### config.mk
export PLATFORM = sky130hd
export DESIGN_NAME = timer_ctrl
export DESIGN_NICKNAME = d
export VERILOG_FILES = /design/src/rtl/timer_ctrl.sv
export SDC_FILE = /design/constraint.sdc
export NUM_CORES = 1
export LEC_CHECK = 0
export ABC_AREA = 0
export BUFFER_PORTS_ARGS = -buffer_cell sky130_fd_sc_hd__buf_2
export CAP_MARGIN = 20
export CORE_AREA = 5 5 42 44
export DETAILED_ROUTE_END_ITERATION = 10
export DIE_AREA = 0 0 47 49
export GPL_ROUTABILITY_DRIVEN = 0
export MAX_ROUTING_LAYER = met4
export PLACE_DENSITY = 0.74
export RECOVER_POWER = 25
export SLEW_MARGIN = 0
export SYNTH_ARGS = -nofsm -noshare
export SYNTH_HDL_FRONTEND = slang
export SYNTH_SLANG_ARGS = --single-unit
### constraint.sdc
create_clock -name clk -period 3.7 [get_ports clk]
set_input_delay 0.37 -clock clk [delete_from_list [all_inputs] [get_ports clk]]
set_output_delay 0.37 -clock clk [all_outputs]
set_load 0.005 [all_outputs]
### src/rtl/timer_ctrl.sv
// Programmable up-counter timer with one-shot/periodic modes, sticky
// terminal-count interrupt and overrun detection.
module timer_ctrl #(
  parameter int W = 4
) (
  input  logic         clk,
  input  logic         reset,
  input  logic         cfg_we,
  input  logic [W-1:0] cfg_period,
  input  logic         cfg_mode,
  input  logic         start,
  input  logic         stop,
  input  logic         irq_ack,
  output logic [W-1:0] count,
  output logic         busy,
  output logic         irq,
  output logic         overrun
);

  localparam logic [1:0] ST_IDLE = 2'd0;
  localparam logic [1:0] ST_RUN  = 2'd1;
  localparam logic [1:0] ST_DONE = 2'd2;

  logic [1:0]   r_state;
  logic [W-1:0] r_count;
  logic [W-1:0] r_period;
  logic         r_mode;
  logic         r_irq;
  logic         r_overrun;

  logic [1:0]   w_state_nxt;
  logic [W-1:0] w_count_nxt;
  logic [W-1:0] w_period_nxt;
  logic         w_mode_nxt;
  logic         w_irq_nxt;
  logic         w_overrun_nxt;
  logic         w_cfg_accept;
  logic         w_terminal;

  // A stop in the terminal cycle aborts the run, so it raises no irq.
  assign w_cfg_accept = cfg_we && (r_state != ST_RUN);
  assign w_terminal   = (r_state == ST_RUN) && (r_count == r_period) && !stop;

  // Next-state, counter and flag computation.
  always_comb begin
    w_state_nxt   = r_state;
    w_count_nxt   = r_count;
    w_period_nxt  = r_period;
    w_mode_nxt    = r_mode;
    w_irq_nxt     = r_irq;
    w_overrun_nxt = r_overrun;

    if (w_cfg_accept) begin
      w_period_nxt  = cfg_period;
      w_mode_nxt    = cfg_mode;
      w_overrun_nxt = 1'b0;
    end else begin
      w_period_nxt  = r_period;
    end

    case (r_state)
      ST_IDLE: begin
        w_count_nxt = {W{1'b0}};
        if (stop) begin
          w_state_nxt = ST_IDLE;
        end else if (start && (r_period != {W{1'b0}})) begin
          w_state_nxt = ST_RUN;
        end else begin
          w_state_nxt = ST_IDLE;
        end
      end
      ST_RUN: begin
        if (stop) begin
          w_state_nxt = ST_IDLE;
          w_count_nxt = {W{1'b0}};
        end else if (r_count == r_period) begin
          if (r_mode) begin
            w_count_nxt = {W{1'b0}};
          end else begin
            w_state_nxt = ST_DONE;
          end
        end else begin
          w_count_nxt = r_count + {{(W-1){1'b0}}, 1'b1};
        end
      end
      ST_DONE: begin
        if (stop) begin
          w_state_nxt = ST_IDLE;
          w_count_nxt = {W{1'b0}};
        end else if (start) begin
          w_state_nxt = ST_RUN;
          w_count_nxt = {W{1'b0}};
        end else begin
          w_state_nxt = ST_DONE;
        end
      end
      default: begin
        w_state_nxt = ST_IDLE;
        w_count_nxt = {W{1'b0}};
      end
    endcase

    // An ack coinciding with a new terminal loses; the flag stays set.
    if (w_terminal) begin
      w_irq_nxt = 1'b1;
      if (r_irq && !irq_ack) begin
        w_overrun_nxt = 1'b1;
      end else begin
        w_overrun_nxt = w_overrun_nxt;
      end
    end else if (irq_ack) begin
      w_irq_nxt = 1'b0;
    end else begin
      w_irq_nxt = r_irq;
    end
  end

  // State registers with asynchronous active-low reset.
  always_ff @(posedge clk or negedge reset) begin
    if (!reset) begin
      r_state   <= ST_IDLE;
      r_count   <= {W{1'b0}};
      r_period  <= {W{1'b0}};
      r_mode    <= 1'b0;
      r_irq     <= 1'b0;
      r_overrun <= 1'b0;
    end else begin
      r_state   <= w_state_nxt;
      r_count   <= w_count_nxt;
      r_period  <= w_period_nxt;
      r_mode    <= w_mode_nxt;
      r_irq     <= w_irq_nxt;
      r_overrun <= w_overrun_nxt;
    end
  end

  assign count   = r_count;
  assign busy    = (r_state == ST_RUN);
  assign irq     = r_irq;
  assign overrun = r_overrun;

endmodule

# Word-level counts from Yosys, hierarchy flattened
# Cells that the tools add are included.
# Widths: inputs -> output; s select.
# word_totals
register_bits	13
in_bits	11
output_inout_bits	7
word_cells	46
# classes
n_addsub	1
n_eq_ne	8
n_mux	19
n_reduce_logical	12
# op_table
operator	count
$mux 4	5
$mux 2	5
$pmux 4 s2	1
$mux 1	7
$ne 3x3->1 const B	2
$pmux 2 s3	1
$logic_and 1x1->1	5
$add 4x1->4 const B	1
$eq 4x4->1	1
$ne 4x4->1 const B	1
$reduce_and 2->1	2
$reduce_bool 4->1	1
$ne 3x2->1 const B	1
$eq 2x1->1 const B	1
$eq 2x2->1 const B	1
$logic_not 1->1	2
$logic_not 2->1	1
$ne 2x1->1 const B	1
$reduce_bool 2->1	1

# Depth between registers and ports, before layout
# Gate-level depths: netlist of the first run.
# depth
ltp_word	5
mapped_depth	5
ltp_nobuf	4

# Least setup slack after synthesis of the first run
# No wires, ideal clock.
# synth_path
path_type	reg-to-reg
start	register r_count[1], in the netlist count[1]
end	register r_count[0], in the netlist count[0]
setup_time_ns	0.125
arrival_ns	1.286
t_required_ns	3.575
slack_ns	2.289
stages_incl_launch_ff	5
n_path_buf	0
period_less_slack_ns	1.411
path_cell_list	dfrtp_1 xor2_1 nor4_4 nor2_1 mux2_2
# synth_via
elab_chain_len	4
word_cells_on_any_way	6
cone_classes	2 x eq/ne; 3 x mux; 1 x reduce/logical
# synth_rtl
item	line	text
start: declaration	25	logic [W-1:0] r_count;
start signal: assignment	122	r_count <= {W{1'b0}};
start signal: assignment	129	r_count <= w_count_nxt;
$eq 4x4->1 *	76	end else if (r_count == r_period) begin
$mux 4	76	
$mux 4	73	if (stop) begin
$pmux 4 s2	61	case (r_state)
# Every way passes the cells marked *; elsewhere a longest branch is shown, timed or not.
# A chain may end at the register's enable or synchronous reset.

# Worst setup path after layout of the first run
# Same ends and word-level chain as after synthesis.

==> impl_metrics.py, run 1 <==
metrics = {
    "final_layout": {
        "finish.utilization_pct": 54.7,
        "drive_gt1_share_pct": 37.0,
        "nNetsFinal": 86,
        "fill_cells": 140,
        "instances_no_fill": 89,
        "area_delta_synth_final_pct": 21.4,
        "diodes": 0,
    },
    "detailed_routing": {
        "drt_wl_total_um": 1150,
        "drt-initial-drc-count": 4,
        "first_pass_iters": 4,
        "ant_nets": 0,
        "via_per_inst": 5.20,
        "drc": 0,
        "wl_per_cell_um": 12.9,
        "vias": 463,
    },
    "timing": {
        "timing.hold.ws_ns": 0.320,
        "drv_slew": 0,
        "setup_viol": 0,
        "layout_setup_ws_ns": 2.19,
        "rsz0062_at_grt": "no",
        "fmax_ghz": 0.663,
        "final.setup_skew_ns": 0.000493,
        "finalHoldViolCount": 0,
        "finalCriticalPeriod_ns": 1.51,
        "finalCritPeriodShare_pct": 40.8,
        "tightest_slew_ns": 0.671,
        "slew_headroom_pct": 55.2,
        "fin_setup_tns_ns": 0,
    },
    "critical_path": {
        "cp.required_ns": 3.87,
        "cpMaxStageDelayCell": "dfrtp_1",
        "cp-start-kind": "flop",
        "end_kind": "flop",
        "rr_worst_depth": 4,
        "rr_endpoint": "count[0]$_DFFE_PN0P_",
        "crit_chain": "xor2_1, nor4_4, nor2_1, mux2_2",
        "r2r-start": "count[1]$_DFFE_PN0P_",
        "criticalPathCategory": "reg2reg",
        "critPathArrivalTime_ns": 1.68,
        "critical_path.max_fanout": 5,
        "ff2ff_setup_slack_ns": 2.19,
        "slowest_delay_ns": 0.43,
    },
    "yosys": {
        "synth-simple-area-share_pct": 19.0,
        "synth_compound_area_share_pct": 10.5,
        "ys_ff_latch": 13,
        "synth_nets": 64,
        "synthXorXnorAreaFrac_pct": 5.54,
        "syn_inst": 52,
        "synth_top_family_by_area": "simple AND/OR/NAND/NOR gates",
        "synthAdderAreaFrac_pct": 1.98,
        "ys_seq_area_share_pct": 51.5,
        "netlist_area_sq_um": 632,
        "synthMuxAreaShare_pct": 10.7,
        "avgSynthCellArea_sq_um": 12.2,
        "yosys_warnings": 0,
        "ys_types": 22,
    },
    "hold_path": {
        "hp-class": "in2reg",
        "hold_path_depth": 2,
        "hold_end": "r_mode$_DFFE_PN0P_",
        "hp-start": "cfg_mode",
    },
    "clock_tree": {
        "cts_resized": 0,
        "cts_hold_buf": 1,
        "cts.sinks": 13,
        "cts_tree": "yes",
        "post_cts_buffers": 0,
        "cts_buffers": 3,
        "clk_latency_ns": 0.28,
        "clock-root-buffer": "clkbuf_4",
        "clockBufferDepth": 2,
        "h-tree-depth": 1,
        "clkTransAtPathRegs_ns": 0.08,
    },
    "floorplan": {
        "num_io_pins": 18,
        "rows": 14,
        "dieWidth_um": 47,
        "die_h_um": 49,
        "core_area_sq_um": 1400,
        "die_area_sq_um": 2300,
        "start_util_pct": 45.1,
    },
    "global_route": {
        "grt_usage_pct": 12.2,
        "grt-ovfl-total": 0,
        "antenna_found_initial": 0,
        "grt_pass1_vias": 484,
        "grt_max_degree": 14,
        "grt_pass1_wl_um": 1950,
    },
    "placed_design": {
        "portBuffers": 17,
        "placedCellCount": 84,
        "place_hpwl_um": 915,
        "pre_cts_ws_ns": 2.19,
    },
    "flow_run": {
        "maxCapViolCount": 0,
    },
    "power": {
        "peakVddDrop_mv": 0.237,
        "powerDensity_nw_per_um2": 419,
        "p_leak_nw": 0.397,
    },
    "outcome": {
        "outcome": "finished clean",
    },
}
-- registers in the layout (all words and copies together) (netlist names) --
| signal | flops |
|---|---|
| irq | 1 |
| r_period | 4 |
| count | 4 |
| r_state | 2 |
| overrun | 1 |
| r_mode | 1 |
-- Yosys cell counts --
cell type  count  share of area [%]
dfrtp_1       13                 51
mux2_2         6                 11
nand2b_1       4                4.0
xor2_1         4                5.5
nor2_1         3                1.8
a21o_1         2                2.4
a22o_1         2                2.8
nand2_1        2                1.2
nor2b_1        2                2.0
o21ai_0        2                1.6
a211oi_1       1                1.2
a21o_2         1                1.4
clkbuf_2       1               0.79
ha_1           1                2.0
nand3_1        1               0.79
nor3_1         1               0.79
nor4_4         1                3.4
nor4b_1        1                1.4
o211ai_1       1                1.2
or2b_1         1                1.2
or3b_1         1                1.4
or4_1          1                1.2
-- routing by layer --
layer	track usage (%)	up-vias	share of wire (%)
li1	-	229	-
met1	14.8	216	45
met2	17.0	13	46
met3	2.21	5	5.6
met4	9.68	0	3.9
met5	-	-	0
-- cell families (layout without fill, tap and decap cells) --
kind of cell | Yosys count | after routing
simple gates | 18 | 18
flops | 13 | 13
compound gates | 9 | 9
mux | 6 | 6
xor+xnor | 4 | 4
fa+ha+maj | 1 | 1
buf+inv | 1 | 22
-- worst max-delay path: cells and delay by family (launching register included) --
| kind | cells | cell delay (ns) |
|---|---|---|
| mux | 1 | 0.27 |
| xor+xnor | 1 | 0.19 |
| flops | 1 | 0.43 |
| simple gates | 2 | 0.51 |
-- layout make-up --
type | instances | area, sq um | area share [%]
Clock buffer | 4 | 26.3 | 3.43
Multi-Input combinational cell | 38 | 302 | 39.3
Sequential cell | 13 | 325 | 42.4
Tap cell | 16 | 20.0 | 2.61
Timing Repair Buffer | 18 | 93.8 | 12.2
-- cell usage in the layout (no fill, tap or decap), types with 2 or more instances in the layout --
cell type   n
nor2b_1     2
xor2_1      4
o21ai_0     2
nand2_1     2
a22o_1      2
a21o_1      2
clkbuf_4    3
dfrtp_1    13
nor2_1      3
buf_2      16
clkbuf_1    2
nand2b_1    4
mux2_2      6
-- power breakdown --
part           leakage, nW  internal (mW)  switching [mW]
Clock               0.0150         0.0419          0.0459
Sequential           0.168          0.158          0.0148
Combinational        0.214         0.0328          0.0283
-- metrics by stage --
step / power (mW) / area (sq um)
2_1_floorplan: 0.217 / 632
3_3_place_gp: 0.235 / 732
3_5_place_dp: 0.237 / 732
4_1_cts: 0.327 / 768
5_1_grt: 0.341 / 767
6_report: 0.322 / 767
-- worst max path at each step --
stage	end	from	depth (start not counted)
final	count[0]$_DFFE_PN0P_	count[1]$_DFFE_PN0P_	4
after global routing	count[0]$_DFFE_PN0P_	count[1]$_DFFE_PN0P_	4
after CTS	count[0]$_DFFE_PN0P_	count[1]$_DFFE_PN0P_	4
after detailed placement	count[0]$_DFFE_PN0P_	count[1]$_DFFE_PN0P_	4
after global placement	count[0]$_DFFE_PN0P_	count[1]$_DFFE_PN0P_	4
after floorplan	count[0]$_DFFE_PN0P_	count[1]$_DFFE_PN0P_	4
(Power assumes the default switching activity.)
==> inputs of run 2 (changes only) <==
--- a/config.mk
+++ b/config.mk
@@ -5,15 +5,15 @@
 export SDC_FILE = /design/constraint.sdc
 export NUM_CORES = 1
 export LEC_CHECK = 0
-export ABC_AREA = 0
+export ABC_AREA = 1
 export BUFFER_PORTS_ARGS = -buffer_cell sky130_fd_sc_hd__buf_2
 export CAP_MARGIN = 20
-export CORE_AREA = 5 5 42 44
+export CORE_MARGIN = 5
+export CORE_UTILIZATION = 49
 export DETAILED_ROUTE_END_ITERATION = 10
-export DIE_AREA = 0 0 47 49
 export GPL_ROUTABILITY_DRIVEN = 0
 export MAX_ROUTING_LAYER = met4
-export PLACE_DENSITY = 0.74
+export PLACE_DENSITY = 0.75
 export RECOVER_POWER = 25
 export SLEW_MARGIN = 0
 export SYNTH_ARGS = -nofsm -noshare
==> constraint.sdc (replaced) <==
create_clock -name clk -period 1.6 [get_ports clk]
set_input_delay 0.16 -clock clk [delete_from_list [all_inputs] [get_ports clk]]
set_output_delay 0.16 -clock clk [all_outputs]
set_load 0.005 [all_outputs]
==> impl_metrics.py, run 2 <==
metrics = {
    "yosys": {
        "synthTopCellsByArea": "dfrtp_1 48%, nand2_1 14%, nand4_1 4.6%, inv_1 4.4%, nor2_1 3.9%",
        "ys_async_sr_fraction_pct": 100,
        "synth_edf_count": 0,
        "avgSynthCellArea_sq_um": 8.10,
        "syn_inst": 84,
        "yosysTopAreaCellShare_pct": 47.8,
        "synth.most_common_cell": "nand2_1",
        "ys_types": 18,
        "ys_ff_latch": 13,
        "synth_flop_cell": "dfrtp_1",
        "yosys.area.top_type": "dfrtp_1",
        "ys_seq_area_share_pct": 47.8,
        "yosys-top-cells-count": "25 x nand2_1, 13 x dfrtp_1, 8 x inv_1, 7 x nor2_1",
        "synth_nets": 96,
        "yosys_warnings": 0,
        "netlist_area_sq_um": 681,
    },
    "detailed_routing": {
        "vias": 584,
        "drt-initial-drc-count": 4,
        "drt_wl_total_um": 1290,
        "drc": 0,
        "first_pass_iters": 4,
        "via_per_inst": 4.83,
        "ant_nets": 0,
        "wl_per_cell_um": 10.7,
    },
    "floorplan": {
        "die_area_sq_um": 2230,
        "core_area_sq_um": 1300,
        "rows": 13,
        "num_io_pins": 18,
        "dieWidth_um": 47.3,
        "start_util_pct": 52.3,
        "die_h_um": 47.3,
    },
    "global_route": {
        "antenna_found_initial": 0,
        "grt_pass1_wl_um": 2070,
        "use_met1_pct": 17.3,
        "grtUsageMet2_pct": 21.1,
        "grt_max_degree": 14,
        "grt_usage_pct": 14.1,
        "grt-ovfl-total": 0,
        "grtUsageMet3_pct": 2.68,
        "busiest_layer": "met2",
        "grt_pass1_vias": 505,
    },
    "final_layout": {
        "layout_commonest_cell": "nand2_1",
        "final_cell_mix": "25 x nand2_1, 16 x buf_2, 13 x dfrtp_1, 8 x inv_1, 7 x nor2_1",
        "fill_cells": 118,
        "diodes": 0,
        "drive_gt1_share_pct": 31.1,
        "area_delta_synth_final_pct": 20.4,
        "nNetsFinal": 119,
    },
    "power": {
        "intPower_mw": 0.668,
        "p_leak_nw": 0.465,
        "peakVddDrop_mv": 0.885,
        "p_total_mw": 1.09,
        "power_frac_comb_pct": 36.8,
        "p_sw_mw": 0.425,
        "power_frac_clock_pct": 18.2,
        "power_frac_seq_pct": 45.0,
        "swShare_pct": 38.8,
        "powerDensity_nw_per_um2": 1330,
    },
    "hold_path": {
        "hold_path_depth": 2,
        "hp-class": "in2reg",
        "hold_end": "r_mode$_DFFE_PN0P_",
        "hp-start": "cfg_mode",
    },
    "clock_tree": {
        "cts_hold_buf": 1,
        "cts_tree": "yes",
        "h-tree-depth": 1,
        "cts.sinks": 13,
        "clk_latency_ns": 0.27,
        "post_cts_buffers": 0,
        "clockBufferDepth": 2,
        "clkTransAtPathRegs_ns": 0.07,
        "cts_resized": 0,
        "clock-root-buffer": "clkbuf_4",
        "cts_buffers": 3,
    },
    "timing": {
        "finalCriticalPeriod_ns": 1.19,
        "setup_viol": 0,
        "drv_slew": 0,
        "finalHoldViolCount": 0,
        "fmax_ghz": 0.841,
        "slew_headroom_pct": 53.9,
        "finalCritPeriodShare_pct": 74.3,
        "final.setup_skew_ns": 0.00129,
        "tightest_slew_ns": 0.692,
        "rsz0062_at_grt": "no",
        "fin_setup_tns_ns": 0,
        "timing.hold.ws_ns": 0.0976,
    },
    "critical_path": {
        "rr_endpoint": "count[0]$_DFFE_PN0P_",
        "critical_path.max_fanout": 6,
        "r2r-start": "count[1]$_DFFE_PN0P_",
        "criticalPathCategory": "reg2reg",
        "critPathArrivalTime_ns": 1.36,
        "cp.required_ns": 1.77,
        "cp-start-kind": "flop",
        "rr_worst_depth": 9,
        "ff2ff_setup_slack_ns": 0.41,
        "end_kind": "flop",
    },
    "placed_design": {
        "portBuffers": 17,
        "place_hpwl_um": 1050,
    },
    "outcome": {
        "outcome": "finished clean",
    },
    "flow_run": {
        "maxCapViolCount": 0,
    },
}
==> run 2: cell count changes in the layout (fill, tap and decap cells not counted), moves of 5 or more <==
| cell | change |
|---|---|
| inv_2 | +5 |
| nand2_1 | +23 |
| mux2_2 | -6 |
| nand4_1 | +5 |
| inv_1 | +8 |
==> run 2: layout make-up <==
class	instances	area, sq um	area share (%)
Tap cell	15	18.8	2.29
Clock buffer	4	26.3	3.21
Multi-Input combinational cell	58	307	37.4
Inverter	13	48.8	5.95
Sequential cell	13	325	39.7
Timing Repair Buffer	18	93.8	11.5
==> run 2: power groups by stage <==
stage / registers (mW) / clock network (mW) / logic [mW]
after floorplan: 0.488 / 0 / 0.299
after global placement: 0.497 / 0 / 0.398
after detailed placement: 0.498 / 0 / 0.407
after CTS: 0.491 / 0.203 / 0.411
after global routing: 0.508 / 0.216 / 0.462
final: 0.492 / 0.199 / 0.402
==> run 2: stage by stage <==
step           utilization, %  setup WS [ns]  instances  cell area [sq um]
2_1_floorplan               -          0.509         84                681
3_3_place_gp             60.3          0.430        116                785
3_5_place_dp             60.3          0.421        116                785
4_1_cts                  63.1          0.406        121                821
5_1_grt                  63.0          0.275        121                820
6_report                 63.0          0.411        121                820
==> run 2: worst max-delay path, stage by stage, from the launching register on <==
cell,delay [ns]
dfrtp_1,0.45
inv_1,0.06
nand2_1,0.05
nand2_1,0.05
nor2_1,0.12
nand2_2,0.10
nand2_4,0.09
inv_2,0.05
nand2_1,0.05
nand2_1,0.05
==> run 2: worst max-delay path by stage <==
stage                     depth (start not counted)  slack [ns]              startpoint              endpoint
after floorplan                                   4        0.51  r_state[1]$_DFFE_PN0P_    r_mode$_DFFE_PN0P_
after global placement                            4        0.43  r_state[1]$_DFFE_PN0P_    r_mode$_DFFE_PN0P_
after detailed placement                          4        0.42  r_state[1]$_DFFE_PN0P_    r_mode$_DFFE_PN0P_
after CTS                                         9        0.41    count[1]$_DFFE_PN0P_  count[0]$_DFFE_PN0P_
after global routing                              9        0.28    count[1]$_DFFE_PN0P_  count[2]$_DFFE_PN0P_
final                                             9        0.41    count[1]$_DFFE_PN0P_  count[0]$_DFFE_PN0P_
==> run 2: cells by family after synthesis <==
kind of cell	count (synthesis)	synth area share, %
AO/OA/AOI/OAI	8	7.35
flip-flops	13	47.8
XOR/XNOR	2	2.57
multiplexers	1	1.65
buffers and inverters	13	7.17
AND/OR/NAND/NOR	46	31.6
adder cells (fa/ha/maj)	1	1.84
==> run 2: per-layer routing <==
metal  part of all wire, %  up-vias
li1                      -      310
met1                    46      259
met2                    45       13
met3                   6.8        2
met4                   1.3        0
met5                     0        -
